===== config.mk =====
export PLATFORM = sky130hd
export DESIGN_NAME = mmio_uart_tx_flat
export DESIGN_NICKNAME = d
export VERILOG_FILES = /design/src/rtl/mmio_uart_tx_if.sv /design/src/rtl/mmio_uart_tx.sv /design/src/flat_wrapper.sv
export SDC_FILE = /design/constraint.sdc
export NUM_CORES = 1
export LEC_CHECK = 0
export BUFFER_PORTS_ARGS = -buffer_cell sky130_fd_sc_hd__clkbuf_2
export CORE_UTILIZATION = 45
export DETAILED_ROUTE_END_ITERATION = 10
export PLACE_DENSITY = 0.74
export REMOVE_ABC_BUFFERS = 1
export SETUP_SLACK_MARGIN = 0.2
export SYNTH_ARGS = -nofsm -noshare
export SYNTH_HDL_FRONTEND = slang
export SYNTH_SLANG_ARGS = --single-unit

===== constraint.sdc =====
create_clock -name clk_i -period 3.3 [get_ports clk_i]
set_input_delay 0.33 -clock clk_i [delete_from_list [all_inputs] [get_ports clk_i]]
set_output_delay 0.33 -clock clk_i [all_outputs]
set_load 0.02 [all_outputs]

===== src/rtl/mmio_uart_tx_if.sv =====
// Bus-side handshake of the memory-mapped UART transmitter.
// The core drives requests through master and the peripheral answers through slave.
`timescale 1ns/1ps
interface mmio_uart_tx_if;
  logic        req_i;
  logic        we_i;
  logic [3:0]  addr_i;
  logic [31:0] wdata_i;
  logic [31:0] rdata_o;
  logic        ack_o;

  modport master (output req_i, we_i, addr_i, wdata_i, input rdata_o, ack_o);
  modport slave  (input req_i, we_i, addr_i, wdata_i, output rdata_o, ack_o);
endinterface


===== src/rtl/mmio_uart_tx.sv =====
// Memory-mapped 8N1 UART transmitter.
// Core stores feed a small TX FIFO, and a serial engine drains that FIFO onto tx_o.
`timescale 1ns/1ps
module mmio_uart_tx #(
  parameter int unsigned CLK_DIV    = 16,
  parameter int unsigned FIFO_DEPTH = 8
) (
  input  logic          clk_i,
  input  logic          rst_i,
  mmio_uart_tx_if.slave bus,
  output logic          tx_o
);
  localparam int unsigned AW = $clog2(FIFO_DEPTH);
  localparam int unsigned CW = $clog2(CLK_DIV);
  localparam logic [AW:0]   DEPTH = (AW+1)'(FIFO_DEPTH);
  localparam logic [CW-1:0] LAST  = CW'(CLK_DIV - 1);

  typedef enum logic [1:0] {IDLE, START, DATA, STOP} state_t;

  state_t        state, state_n;
  logic [7:0]    mem [FIFO_DEPTH];
  logic [AW-1:0] wr_ptr, rd_ptr;
  logic [AW:0]   count;
  logic [CW-1:0] cyc_cnt, cyc_n;
  logic [2:0]    bit_cnt, bit_n;
  logic [7:0]    shift, shift_n;
  logic          tx_d, ovf, pop, push, push_ok, full, empty, busy, bit_end;
  logic          wr, rd, ack_q;
  logic [31:0]   rdata_q;
  logic          wdata_unused;

  assign wr           = bus.req_i & bus.we_i;
  assign rd           = bus.req_i & ~bus.we_i;
  assign push         = wr && (bus.addr_i == 4'h0);
  assign full         = (count == DEPTH);
  assign empty        = (count == '0);
  assign busy         = (state != IDLE);
  assign push_ok      = push && (!full || pop);
  assign bit_end      = (cyc_cnt == LAST);
  assign wdata_unused = ^bus.wdata_i[31:8];

  assign bus.ack_o   = ack_q;
  assign bus.rdata_o = rdata_q;

  always_ff @(posedge clk_i or posedge rst_i) begin
    if (rst_i) begin
      ack_q   <= 1'b0;
      rdata_q <= '0;
    end else begin
      ack_q   <= bus.req_i;
      rdata_q <= (rd && bus.addr_i == 4'h4) ? {28'b0, ovf, busy, empty, full} : '0;
    end
  end

  always_ff @(posedge clk_i) begin
    if (push_ok) mem[wr_ptr] <= bus.wdata_i[7:0];
  end

  // A push against a full FIFO is still taken when the engine pops in the same cycle.
  always_ff @(posedge clk_i or posedge rst_i) begin
    if (rst_i) begin
      wr_ptr <= '0;
      rd_ptr <= '0;
      count  <= '0;
      ovf    <= 1'b0;
    end else begin
      if (push_ok) wr_ptr <= wr_ptr + 1'b1;
      if (pop)     rd_ptr <= rd_ptr + 1'b1;
      case ({push_ok, pop})
        2'b10:   count <= count + 1'b1;
        2'b01:   count <= count - 1'b1;
        default: count <= count;
      endcase
      if (push && !push_ok)                                ovf <= 1'b1;
      else if (wr && bus.addr_i == 4'h8 && bus.wdata_i[0]) ovf <= 1'b0;
    end
  end

  always_ff @(posedge clk_i or posedge rst_i) begin
    if (rst_i) begin
      state   <= IDLE;
      cyc_cnt <= '0;
      bit_cnt <= '0;
      shift   <= '0;
      tx_o    <= 1'b1;
    end else begin
      state   <= state_n;
      cyc_cnt <= cyc_n;
      bit_cnt <= bit_n;
      shift   <= shift_n;
      tx_o    <= tx_d;
    end
  end

  always_comb begin
    state_n = state;
    cyc_n   = cyc_cnt;
    bit_n   = bit_cnt;
    shift_n = shift;
    pop     = 1'b0;
    case (state)
      IDLE: begin
        if (!empty) begin
          pop     = 1'b1;
          shift_n = mem[rd_ptr];
          state_n = START;
          cyc_n   = '0;
        end
      end
      START: begin
        if (bit_end) begin
          state_n = DATA;
          bit_n   = '0;
          cyc_n   = '0;
        end else begin
          cyc_n = cyc_cnt + 1'b1;
        end
      end
      DATA: begin
        if (bit_end) begin
          cyc_n   = '0;
          shift_n = shift >> 1;
          if (bit_cnt == 3'd7) state_n = STOP;
          else                 bit_n   = bit_cnt + 1'b1;
        end else begin
          cyc_n = cyc_cnt + 1'b1;
        end
      end
      STOP: begin
        if (bit_end) begin
          cyc_n = '0;
          if (!empty) begin
            pop     = 1'b1;
            shift_n = mem[rd_ptr];
            state_n = START;
          end else begin
            state_n = IDLE;
          end
        end else begin
          cyc_n = cyc_cnt + 1'b1;
        end
      end
      default: state_n = IDLE;
    endcase
  end

  // The line level is computed from the next state so that tx_o itself is a register.
  always_comb begin
    case (state_n)
      START:   tx_d = 1'b0;
      DATA:    tx_d = shift_n[0];
      default: tx_d = 1'b1;
    endcase
  end
endmodule


===== src/flat_wrapper.sv =====
// flat-port wrapper written by rule: the top's interface ports become plain ports
module mmio_uart_tx_flat 
#(
  parameter int unsigned CLK_DIV    = 16,
  parameter int unsigned FIFO_DEPTH = 8
)
  (clk_i, rst_i, tx_o, bus_req_i, bus_we_i, bus_addr_i, bus_wdata_i, bus_rdata_o, bus_ack_o);
  mmio_uart_tx_if bus_i ();
  input  logic clk_i;
  input  logic rst_i;
  output logic tx_o;
  input wire logic [$bits(bus_i.req_i)-1:0] bus_req_i;
  input wire logic [$bits(bus_i.we_i)-1:0] bus_we_i;
  input wire logic [$bits(bus_i.addr_i)-1:0] bus_addr_i;
  input wire logic [$bits(bus_i.wdata_i)-1:0] bus_wdata_i;
  output wire logic [$bits(bus_i.rdata_o)-1:0] bus_rdata_o;
  output wire logic [$bits(bus_i.ack_o)-1:0] bus_ack_o;
  assign bus_i.req_i = bus_req_i;
  assign bus_i.we_i = bus_we_i;
  assign bus_i.addr_i = bus_addr_i;
  assign bus_i.wdata_i = bus_wdata_i;
  assign bus_rdata_o = bus_i.rdata_o;
  assign bus_ack_o = bus_i.ack_o;
  mmio_uart_tx #(.CLK_DIV(CLK_DIV), .FIFO_DEPTH(FIFO_DEPTH)) u_core (.clk_i(clk_i), .rst_i(rst_i), .bus(bus_i), .tx_o(tx_o));
endmodule

; Word-level counts from Yosys, hierarchy flattened
; Memory sizes are Yosys's and may differ from the RTL's.
; Index checks and enable logic that the tools add are counted.
[word_totals]
regBits = 62
latch_bits = 0
mem_bits_rw = 64
romBits = 0
inputBits = 40
out_inout_bits = 34
memories = 1
[op_classes]
n_addsub = 6
multipliers = 0
div = 0
n_lt_le_gt_ge = 0
n_eq_ne = 17
shifts = 0
n_mux = 28
bitwise = 3
n_reduce_logical = 20
[memory_table]
columns = name, depth, word_bits, read_ports, rd_clocked_by_memory_dff, wr, line
row1 = u_core.mem, 8, 8, 1, 0, 1, mmio_uart_tx.sv:21  ; logic [7:0] mem [FIFO_DEPTH];
[ops]
columns = op, count
row1 = $mux W8, 3
row2 = $pmux W8 S3, 1
row3 = $pmux W4 S2, 2
row4 = $eq A4 B4 Y1 const B, 3
row5 = $mux W4, 3
row6 = $mux W2, 5
row7 = $add A3 B1 Y3 const B, 3
row8 = $mux W3, 3
row9 = $add A4 B1 Y4 const B, 2
row10 = $eq A2 B2 Y1 const B, 4
row11 = $logic_not A4 Y1, 2
row12 = $pmux W2 S4, 1
row13 = $reduce_bool A2 Y1, 4
row14 = $mux W1, 7
row15 = $eq A2 B1 Y1 const B, 3
row16 = $logic_and A1 B1 Y1, 6
row17 = $ne A2 B1 Y1 const B, 3
row18 = $pmux W3 S2, 1
row19 = $eq A4 B3 Y1 const B, 1
row20 = $ne A2 B2 Y1 const B, 2
row21 = $pmux W1 S2, 2
row22 = $reduce_and A4 Y1, 1
row23 = $sub A4 B1 Y4 const B, 1
row24 = $eq A3 B3 Y1 const B, 1
row25 = other kinds (8), 10

; Longest topological paths before layout
; Gate-level depths: netlist of run 1.
[logic_depth]
depth_word = 9
ltp_mapped = 12
ltp_nobuf = 12

; Least setup slack after synthesis of run 1
; OpenSTA, ideal clock, no wires.
[synth_timing]
kind = reg2reg
start = register u_core.state[1]
end = register u_core.count[3]
setup_time_ns = 0.125
t_arrival_ns = 2.596
t_required_ns = 3.175
path_slack_ns = 0.578
path_stages_with_launch = 12
period_less_slack_ns = 2.722
path_cell_list = dfrtp_1 ha_1 a41oi_2 nor2_1 o211ai_2 ha_1 ha_1 a21o_2 a21oi_1 xnor2_1 nor2_1 xor2_1
[synth_between]
elab_chain_len = 6
word_cells_on_any_way = 9
cone_classes = eq/ne (3) / mux (2) / reduce/logical (4)
[synth_rtl]
columns = item, line
row1 = "start, declared", mmio_uart_tx.sv:20  ; state_t state, state_n;
row2 = "start signal, assigned", mmio_uart_tx.sv:87  ; state <= state_n;
row3 = $eq A2 B2 Y1 or $logic_not A2 Y1 (tied branches), mmio_uart_tx.sv:101  ; case (state)
row4 = $pmux W1 S2 *, mmio_uart_tx.sv:101
row5 = $logic_or A1 B1 Y1, mmio_uart_tx.sv:38  ; assign push_ok = push && (!full || pop);
row6 = $logic_and A1 B1 Y1, mmio_uart_tx.sv:38
row7 = $eq A2 B1 Y1 or $eq A2 B2 Y1 (tied branches), mmio_uart_tx.sv:69  ; case ({push_ok, pop})
row8 = $pmux W4 S2 or $reduce_bool A2 Y1 (tied branches), -
row9 = "end signal, assigned", mmio_uart_tx.sv:70  ; 2'b10: count <= count + 1'b1;
row10 = "end signal, assigned", mmio_uart_tx.sv:71  ; 2'b01: count <= count - 1'b1;
row11 = "end signal, assigned", mmio_uart_tx.sv:72  ; default: count <= count;
row12 = "end, declared", mmio_uart_tx.sv:23  ; logic [AW:0] count;
; Every way passes the cells marked *; elsewhere a longest branch is shown, timed or not.
; A chain may end at the register's enable or synchronous reset.

; Final worst setup path of run 1
[layout_timing]
start = register u_core.state[0]
end = register u_core.count[3]
; The elaborated chain is that of the path after synthesis.

==> results of run 1 <==
## synth_stat cells, types with 2 or more instances
library cell / n / share of area
a21o_1: 2 / 0.0033
a21oi_1: 4 / 0.0044
a22o_1: 4 / 0.0077
a22oi_1: 7 / 0.012
buf_4: 30 / 0.050
clkbuf_1: 4 / 0.0033
dfrtp_1: 33 / 0.18
edfxtp_1: 64 / 0.43
ha_1: 13 / 0.036
inv_1: 10 / 0.0083
mux2_2: 2 / 0.0050
mux2i_1: 12 / 0.027
mux4_2: 14 / 0.070
nand2_1: 13 / 0.011
nand2b_1: 3 / 0.0042
nand3_1: 3 / 0.0033
nand3b_1: 3 / 0.0050
nand4_1: 2 / 0.0028
nor2_1: 20 / 0.017
nor2b_1: 3 / 0.0042
nor3_1: 8 / 0.0089
nor4_1: 2 / 0.0028
o21ai_0: 17 / 0.019
o21ai_1: 3 / 0.0033
o31ai_1: 2 / 0.0033
xnor2_1: 4 / 0.0077
xor2_1: 4 / 0.0077
## report_power, final
| group | total (mW) | internal, mW | switching (mW) |
|---|---|---|---|
| combinational | 0.200 | 0.0794 | 0.120 |
| sequential | 1.38 | 1.34 | 0.0430 |
| clock | 0.744 | 0.298 | 0.446 |
| total | 2.32 | 1.71 | 0.609 |
## per-stage QoR
step	util	setup WS (ns)	instances	power, mW
after floorplan	-	0.5784	302	1.544
after global placement	0.4836	0.4957	468	1.598
after detailed placement	0.4836	0.4415	468	1.609
after CTS	0.5038	0.4095	484	2.348
after global routing	0.5038	0.2178	484	2.418
final	0.5038	0.4060	484	2.324
## worst max-delay path by stage
stage                               start               to  cells after the start  slack, ns
final                     u_core.state[0]  u_core.count[3]                     12       0.41
after global routing      u_core.state[0]  u_core.count[3]                     12       0.22
after CTS                 u_core.state[0]  u_core.count[3]                     12       0.41
after detailed placement  u_core.state[1]  u_core.count[3]                     12       0.44
after global placement    u_core.state[0]  u_core.count[3]                     12       0.50
after floorplan           u_core.state[1]  u_core.count[3]                     11       0.58
## state kept, by name (all words and copies together), names as in the netlist
register,flops
u_core.cyc_cnt,4
u_core.bit_cnt,3
u_core.ovf,1
u_core.bus.rdata_o,4
u_core.mem,64
u_core.count,4
u_core.bus.ack_o,1
u_core.tx_o,1
u_core.state,2
u_core.shift,8
u_core.rd_ptr,3
u_core.wr_ptr,3
## area by class of cell
| type | count | area [µm²] | area share |
|---|---|---|---|
| sequential | 98 | 2774 | 0.5633 |
| multi-input combinational | 194 | 1554 | 0.3155 |
| timing repair buffer | 33 | 195.2 | 0.03963 |
| tap | 133 | 166.4 | 0.03379 |
| clock buffer | 9 | 123.9 | 0.02515 |
| clock inverter | 7 | 73.82 | 0.01499 |
| inverter | 10 | 37.54 | 0.007622 |
## tightest hold or removal path, delay by kind of cell
| family | cells | cell delay, ns |
|---|---|---|
| buf+inv | 3 | 0.50 |
## cell families (layout without fill, tap and decap cells)
kind of cell | after synthesis | after routing | share of synthesized area
AO/OA/AOI/OAI | 48 | 48 | 0.07805
XOR/XNOR | 8 | 8 | 0.01550
adder cells (fa/ha/maj) | 14 | 14 | 0.04041
buffers and inverters | 46 | 59 | 0.06504
flip-flops | 98 | 98 | 0.6136
multiplexers | 29 | 29 | 0.1046
other | 1 | 28 | 0.0008295
AND/OR/NAND/NOR | 67 | 67 | 0.08193
## per-layer routing
| metal | part of all wire | routed length [µm] |
|---|---|---|
| met1 | 0.41 | 3064 |
| met2 | 0.53 | 3926 |
| met3 | 0.052 | 389 |
| met4 | 0.0099 | 74 |
| met5 | 0 | 0 |
==> results.md, run 1 <==
* FF-to-FF path depth at 12
* Arrival @ worst endpoint at 3.14 ns
* Fraction of layout cells with a size suffix above 1 at 0.2222
* Final setup TNS at 0 ns
* Synthesis-stage register bit count at 98
* CTS tree: yes
* Most heavily used metal layer in global routing: met2
* I/O pin count at 74
* RSZ-0062 raised after global routing: no
* Most frequent cells in the layout: 64 x edfxtp_1, 33 x dfrtp_1, 28 x conb_1, 21 x clkbuf_2, 20 x nor2_1
* Root Driver: clkbuf_8
* PwrDens at 471.9 mW/mm²
* Count of cell types in the netlist at 52
* Fmax at 345.5 MHz
* Critical-path top delay cell: dfrtp_1
* H-tree depth at 3
* Sequential fraction of the synthesis area at 0.6136
* Pre-antenna DRT Iters at 4
* Vias post-DR at 2499
* Vias in the first global route at roughly 2500
* Grt met3 use at 0.04446
* Die Width at 102.2 µm
* Delay-heaviest family, CP: compound AO/OA/AOI/OAI gates
* Met2 usage in global routing at 0.2901
* Max IR drop VDD at 0.3662 mV
* Grt met1 use at 0.1773
* Buf+Inv Stages, Crit Path at 1
* Postcts setup bufs at 0
* CTS sink cnt at 98
* Commonest non-fill, non-tap cell in the layout: edfxtp_1
* Initial drt markers at 154
* Measured slew at the worst slew-check pin at 0.8737 ns
* PortBufs at 21
* Skew final at roughly 0.014 ns
* Hold_buf cts at 0
* Max Buffers Root-to-Sink at 2
* Startpoint Class: flop
* Fillers at about 820
* Reg2reg start: u_core.state[0]
* First-pass GRT wire length at 12110 µm
* Final worst-path cycle share at 0.8770
* Wire per inst at 15.40 µm
* Largest net degree at the start of global routing at 35
* Reg2reg end: u_core.count[3]
* Total Wirelength at 7455 µm
* Initial antenna violation count at 0
* Starting Density at 0.4625
* Area of placed instances at 0.004727 mm²
* RD Place Congestion at 0.7451
* Max Cap Viol at 0
* Crit-path max cell delay at 0.48 ns
* Fin. max-slew vios at 0
* Synth Instances at 311
* Final hold viol count at 0
* Post-route ant nets at 0
* Crit-path max FO at 5
* Remaining Overflow, GRT at 0
* Clock slew seen by the registers of the worst setup and hold paths at ~0.11 ns
* TritonCTS Buffers at 9
* Mapped Avg Cell Area at 14.54 µm²
* Yosys warning count at 0
* Async set-reset flop share out of synthesis at 0.3469
* Hold WC Path Type: primary input to asynchronous set/reset pin
* Critical path class: flop to flop
* CP Capture Type: flop
* Fin crit period at 2.894 ns
* EDFF count, synth at 64
* Leak pwr at 1.927 nW
* Die H at 102.2 µm
* R2R Setup Slk at 0.41 ns
* Fin nets at 400
* Most frequent CP cell: ha_1
* Final setup violation count at 0
* Post-DR vias/cell at 5.163
* Slew HR at 0.4175
* DRC at 0
* Gr usage total at 0.1583
* Dpl hpwl at 4888 µm
* Outcome: complete, no violations
* N_diodes at 0
* Cell area after synthesis at 0.004521 mm²
* Cells resized by post-CTS repair at 0
* Skew-Pair Late Insertion Delay at 0.36 ns
* Core outline area at 0.009774 mm²
* Fin area at 0.004925 mm²
* Die area at 0.01045 mm²
* # rows at 36
* Synth-to-layout area growth at 8.940%
* Top_reg_cell synth: edfxtp_1
* Hold Slack at 0.02801 ns
* Ordered cell list for the critical path: inv_1 > ha_1 > a41oi_2 > nor2_1 > o211ai_2 > ha_1 > ha_1 > a21o_2 > a21oi_1 > xnor2_1 > nor2_1 > xor2_1
* CP required at 3.55 ns
Power figures use the tool's default switching activity.
==> run 2: changes to the inputs <==
- ABC_AREA: not set -> 1
==> results.md, run 2 <==
* Async set-reset flop share out of synthesis at 0.3469 (unchanged)
* Cell area after synthesis at 0.004715 mm² (+4.3%)
* Skew final at 0.004697 ns (-0.008816 ns)
* Reg2reg end: u_core.count[3]
* TritonCTS Buffers at 9 (unchanged)
* Wire per inst at 13.80 µm (-10%)
* Fin. max-slew vios at 0 (unchanged)
* Cell taking the most area after synthesis: edfxtp_1
* Tot Pwr at 2.286 mW (-1.6%)
* Max reg flops at 64 (unchanged)
* Top cell type's share of synthesized area at 0.4076 (-0.01749)
* PortBufs at 21 (unchanged)
* CTS tree: yes
* Synthesis-stage register bit count at 98 (unchanged)
* Hold WC Path Type: primary input to flop
* Fin crit period at 2.789 ns (-0.1051 ns)
* I/O pin count at 74 (unchanged)
* DRC at 0 (unchanged)
* Root Driver: clkbuf_8
* Commonest non-fill, non-tap cell in the layout: nand2_1
* Synth area leaders: edfxtp_1 41%, dfrtp_1 18%, nand2_1 8.2%
* # rows at 36 (unchanged)
* Top reg by flops: u_core.mem
* Mapped Avg Cell Area at 9.863 µm² (-32%)
* FF-to-FF path depth at 18 (+6)
* N_diodes at 0 (unchanged)
* H-tree depth at 3 (unchanged)
* Fraction of layout cells with a size suffix above 1 at 0.1211 (-0.1011)
* Dpl cells at 629 (+34%)
* Synth-to-layout area growth at 7.802%
* Post-route ant nets at 0 (unchanged)
* Crit-path max FO at 7 (+2)
* Remaining Overflow, GRT at 0 (unchanged)
* Critical hold path startpoint: bus_req_i
* Initial drt markers at 212 (+38%)
* Final setup TNS at 0 ns (unchanged)
* Skew-Pair Late Insertion Delay at 0.37 ns (about the same)
* Count of cell types in the netlist at 33 (-37%)
* PwrDens at 449.7 mW/mm² (-4.7%)
* Worst Hold Depth at 1
* Startpoint Class: flop
* Outcome: complete, no violations
* Final worst-path cycle share at 0.8451 (-0.03185)
* Clock slew seen by the registers of the worst setup and hold paths at 0.09 ns (-0.02 ns)
* Largest net degree at the start of global routing at 28 (-20%)
* Postcts setup bufs at 0 (unchanged)
* Final setup violation count at 0 (unchanged)
* Leak pwr at 2.212 nW (+15%)
* Starting Density at 0.4736 (+0.01111)
* EDFF count, synth at 64 (unchanged)
* Gr usage total at 0.1759 (+0.01759)
* Final design utilization at 0.5106 (+0.006718)
* Yosys warning count at 0 (unchanged)
* Fin nets at 561 (+40%)
* Hold EP: u_core.bus.ack_o
* Synth Instances at 478 (+54%)
* Post-DR vias/cell at 5.019 (-2.8%)
* Reg2reg start: u_core.state[1]
* Total Wirelength at 8904 µm (+19%)
* Most frequent cells in the layout: 103 x nand2_1, 64 x edfxtp_1, 57 x nor2_1, 43 x inv_1, 37 x o21ai_0
* Slew HR at 0.2753 (-0.1422)
* Vias post-DR at 3237 (+30%)
* Most frequent cells after synthesis: 103 x nand2_1, 64 x edfxtp_1, 57 x nor2_1
* CP Capture Type: flop
* Dpl hpwl at 6080 µm (+24%)
* Die area at 0.01089 mm² (+4.2%)
* Biggest regs: u_core.mem (64), u_core.shift (8)
* Final hold viol count at 0 (unchanged)
* Max Cap Viol at 0 (unchanged)
* Max Buffers Root-to-Sink at 2 (unchanged)
* Critical path class: flop to flop
* R2R Setup Slk at 0.51 ns (+0.11 ns)
* Fmax at 358.6 MHz (+3.8%)
* Core outline area at 0.009955 mm² (+1.8%)
* Hold_buf cts at 0 (unchanged)
* CP required at 3.56 ns (about the same)
* First-pass GRT wire length at 14850 µm (+23%)
* Pre-antenna DRT Iters at 4 (unchanged)
* Vias in the first global route at 3098 (+26%)
* Most frequent cell after synthesis: nand2_1
* Cell Count, Final, Fillers Out at 645 (+33%)
* Measured slew at the worst slew-check pin at 1.086 ns (+0.2121 ns)
* Cells resized by post-CTS repair at 0 (unchanged)
* Max IR drop VDD at 0.2614 mV (-29%)
* Initial antenna violation count at 0 (unchanged)
* Top_reg_cell synth: edfxtp_1
* Sequential fraction of the synthesis area at 0.5884 (-0.02524)
* RD Place Congestion at 0.8110 (+8.8%)
* Arrival @ worst endpoint at 3.05 ns (-0.09 ns)
* Die H at 104.4 µm (+2.1%)
* CTS sink cnt at 98 (unchanged)
* Die Width at 104.4 µm (+2.1%)
* RSZ-0062 raised after global routing: no
## run 2: changes by cell type after synthesis, moves of 7 or more
| cell | before | now |
|---|---|---|
| nand2_1 | 13 | 103 |
| mux2i_1 | 12 | 0 |
| nand3_1 | 3 | 33 |
| mux4_2 | 14 | 0 |
| o21ai_0 | 17 | 37 |
| o211ai_1 | 0 | 8 |
| inv_1 | 10 | 43 |
| nor2_1 | 20 | 57 |
| a22oi_1 | 7 | 0 |
## run 2: kinds of logic (layout without fill, tap and decap cells)
logic type / Yosys count / after routing / share of synthesized area
other: 1 / 28 / 0.0007954
buffers and inverters: 87 / 94 / 0.09289
and+or+nand+nor: 212 / 212 / 0.1967
xor gates and xnor gates: 7 / 7 / 0.01300
AOI/OAI and AO/OA: 59 / 59 / 0.06953
adders and majority gates: 14 / 14 / 0.03875
DFF: 98 / 98 / 0.5884
## run 2: worst max-delay path by stage
| stage | start | to | slack [ns] | depth (start not counted) |
|---|---|---|---|---|
| 2_1_floorplan | u_core.state[1] | u_core.count[3] | 0.84 | 18 |
| 3_5_place_dp | u_core.state[1] | u_core.count[3] | 0.54 | 18 |
| 6_report | u_core.state[1] | u_core.count[3] | 0.51 | 18 |
| 3_3_place_gp | u_core.state[1] | u_core.count[3] | 0.61 | 18 |
| 5_1_grt | u_core.state[1] | u_core.count[3] | 0.26 | 18 |
| 4_1_cts | u_core.state[1] | u_core.count[3] | 0.53 | 18 |
## run 2: per-layer routing
metal	vias to the layer above	GRT usage	routed length [µm]
met4	0	0.07755	178
met3	19	0.04574	493
met1	1537	0.2151	3760
li1	1577	-	-
met2	104	0.2923	4471
met5	-	0	0
## run 2: area by class of cell
class                   count  area [µm²]
well taps                 133       166.4
clock buffers               9       123.9
repair buffers             30       172.7
fillers                   883        4872
flip-flops and latches     98        2774
multi-input cells         320        1604
clock inverters             7       61.31
inverters                  48       180.2
## run 2: metrics by stage
stage / setup slack [ns] / area (µm²) / hold slack [ns]
3_5_place_dp: 0.5427 / 4897 / 0.4709
6_report: 0.5111 / 5082 / 0.09332
5_1_grt: 0.2611 / 5082 / 0.07448
2_1_floorplan: 0.8423 / 4558 / 0.3614
4_1_cts: 0.5294 / 5082 / 0.07041
3_3_place_gp: 0.6124 / 4897 / 0.4680
## run 2: critical path, cell delays in order, from the launching register on
cell     delay (ns)
dfrtp_1        0.43
inv_1          0.19
ha_1           0.21
inv_1          0.08
nand2_1        0.13
nand2_4        0.11
nor2_8         0.16
nand2_4        0.08
nand2_4        0.07
nand2_4        0.06
ha_1           0.24
ha_1           0.28
nand2_1        0.06
nand2_1        0.04
a21oi_1        0.17
nor2_1         0.06
nor2_1         0.08
nand2_1        0.06
xor2_1         0.14
## run 2: report_power, final
group	switching [mW]	internal, mW	leakage, nW
Sequential	0.0268	1.34	1.00
Combinational	0.132	0.0549	1.12
Clock	0.444	0.289	0.0953
==> run 3: changes to the inputs <==
- ABC_AREA: 1 -> 0
- clock period: 3.3 -> 2.9 ns (I/O delays scaled with it)
==> results.md, run 3 (synthesis results as in run 1) <==
* Outcome: complete, no violations
* Fmax at 391.9 MHz (+9.3%)
* DRC at 0 (unchanged)
* PortBufs at 21 (unchanged)
* Total Wirelength at 7544 µm (-15%)
* Core outline area at 0.009774 mm² (-1.8%)
* Pre-antenna DRT Iters at 4 (unchanged)
* # rows at 36 (unchanged)
* First-pass GRT wire length at 12250 µm (-18%)
* Area of placed instances at 0.004735 mm² (-3.3%)
* Vias post-DR at 2531 (-22%)
* I/O pin count at 74 (unchanged)
* Fillers at 846 (-4.2%)
* Met2 usage in global routing at 0.2819 (-0.01046)
* Clock slew seen by the registers of the worst setup and hold paths at 0.10 ns (about the same)
* Crit-path max FO at 6 (-1)
* Cell Count, Final, Fillers Out at 488 (-24%)
* RD Place Congestion at 0.7365 (-9.2%)
* H-tree depth at 3 (unchanged)
* Most heavily used metal layer in global routing: met2
* Final setup TNS at 0 ns (unchanged)
* Skew-Pair Late Insertion Delay at 0.37 ns (about the same)
* Gr usage total at 0.1616 (-0.01430)
* Max Buffers Root-to-Sink at 2 (unchanged)
* Slew HR at 0.3782 (+0.1029)
* Initial drt markers at 80 (-62%)
* Post-route ant nets at 0 (unchanged)
* Die Width at 102.2 µm (-2.0%)
* PwrDens at 538.7 mW/mm² (+20%)
* Hold WC Path Type: primary input to flop
* Fin. max-slew vios at 0 (unchanged)
* Remaining Overflow, GRT at 0 (unchanged)
* CP Capture Type: flop
* CTS tree: yes
* Fin nets at 404 (-28%)
* Post-DR vias/cell at 5.186 (+3.3%)
* Fin crit period at 2.551 ns (-0.2374 ns)
* Fin area at 0.004970 mm² (-2.2%)
* Commonest non-fill, non-tap cell in the layout: edfxtp_1
* Final hold viol count at 0 (unchanged)
* Starting Density at 0.4625 (-0.01111)
* Register area at 0.002776 mm² (about the same)
* N_diodes at 0 (unchanged)
* Grt met3 use at 0.04583 (+0.00008829)
* Final worst-path cycle share at 0.8798 (+0.03471)
* Leak pwr at 1.943 nW (-12%)
* Top reg by flops: u_core.mem
* Dpl hpwl at 5041 µm (-17%)
* Die area at 0.01045 mm² (-4.0%)
* CTS sink cnt at 98 (unchanged)
* Critical path class: flop to flop
* Max reg flops at 64 (unchanged)
* Dpl cells at 469 (-25%)
* Biggest regs: u_core.mem (64), u_core.shift (8)
* TritonCTS Buffers at 9 (unchanged)
* Die H at 102.2 µm (-2.0%)
* Largest net degree at the start of global routing at 35 (+25%)
* Wire per inst at 15.46 µm (+12%)
* Skew final at 0.008475 ns (+0.003778 ns)
* Arrival @ worst endpoint at 2.82 ns (-0.23 ns)
* Final setup violation count at 0 (unchanged)
* RSZ-0062 raised after global routing: no
* Startpoint Class: flop
* Synth-to-layout area growth at 9.936%
* Vias in the first global route at 2520 (-19%)
* Max IR drop VDD at 0.3871 mV (+48%)
* Area of the multi-input gates at 0.001562 mm² (-2.7%)
* Initial antenna violation count at 0 (unchanged)
* Root Driver: clkbuf_8
* Fraction of layout cells with a size suffix above 1 at 0.2423 (+0.1212)
* Measured slew at the worst slew-check pin at 0.9293 ns (-0.1565 ns)
* Most frequent cells in the layout: 64 x edfxtp_1, 31 x dfrtp_1, 28 x conb_1, 21 x clkbuf_2, 19 x nor2_1
* CP required at 3.17 ns (-0.39 ns)
* Grt met1 use at 0.1855 (-0.02962)
* Max Cap Viol at 0 (unchanged)
[run 3: changes by cell type in the layout (fill, tap and decap cells not counted), sizes merged, moves of 12 or more]
cell,before,now
nand2,108,13
nor2,63,20
inv,49,15
nand3,34,4
o21ai,38,20
mux4,0,14
mux2i,0,12
[run 3: report_power, final]
part | leakage [nW] | internal (mW) | switching [mW]
Sequential | 1.00 | 1.52 | 0.0514
Clock | 0.103 | 0.345 | 0.531
Combinational | 0.840 | 0.0916 | 0.136
Total | 1.94 | 1.96 | 0.719
[run 3: timing repair]
item	in CTS	in global routing
resized for setup	1	4
hold buffers	1	0
setup buffers	0	2
endpoints found under the setup margin	1	17
endpoints found under the hold margin	33	0
[run 3: per-layer routing]
| layer | wire length [µm] | vias up | share of wire |
|---|---|---|---|
| met4 | 142 | 0 | 0.019 |
| met5 | 0 | - | 0 |
| met3 | 376 | 14 | 0.050 |
| met1 | 3145 | 1258 | 0.42 |
| met2 | 3881 | 70 | 0.51 |
| li1 | - | 1189 | - |
[run 3: worst max-delay path, stage by stage, from the launching register on]
cell and delay (ns):
dfrtp_2 0.43, inv_1 0.09, ha_1 0.24, a41oi_2 0.23, nor2_2 0.08, o211ai_2 0.21, ha_2 0.23, ha_1 0.22
a21o_2 0.21, a21oi_1 0.17, xnor2_1 0.13, nor2_1 0.07, xor2_1 0.14
[run 3: per-stage QoR]
step	setup slack [ns]	hold slack, ns	total power [mW]	util
floorplan	0.1784	0.3214	1.757	-
global placement	0.2531	0.3955	1.820	0.4844
detailed placement	0.2134	0.3982	1.833	0.4844
CTS	0.2164	0.03592	2.704	0.5061
global route	0.2193	0.03888	2.781	0.5084
finish	0.3485	0.05463	2.677	0.5084
[run 3: layout make-up]
cell class                      instances  share of cell area
Inverter                               10            0.007553
Tap cell                              133             0.03348
Clock buffer                            9             0.02492
Timing Repair Buffer                   37             0.04582
Clock inverter                          7             0.01536
Sequential cell                        98              0.5587
Multi-Input combinational cell        194              0.3142
[run 3: final timing paths]
check	slack, ns	from	endpoint	cells after the start
min in group asynchronous	0.53	rst_i	u_core.wr_ptr[0]	4
min reg2reg	0.49	u_core.shift[7]	u_core.shift[7]	2
max in group asynchronous	2.02	rst_i	u_core.tx_o	4
max	0.35	u_core.state[1]	u_core.count[3]	12
min	0.05	bus_req_i	u_core.bus.ack_o	1
max reg2reg	0.35	u_core.state[1]	u_core.count[3]	12
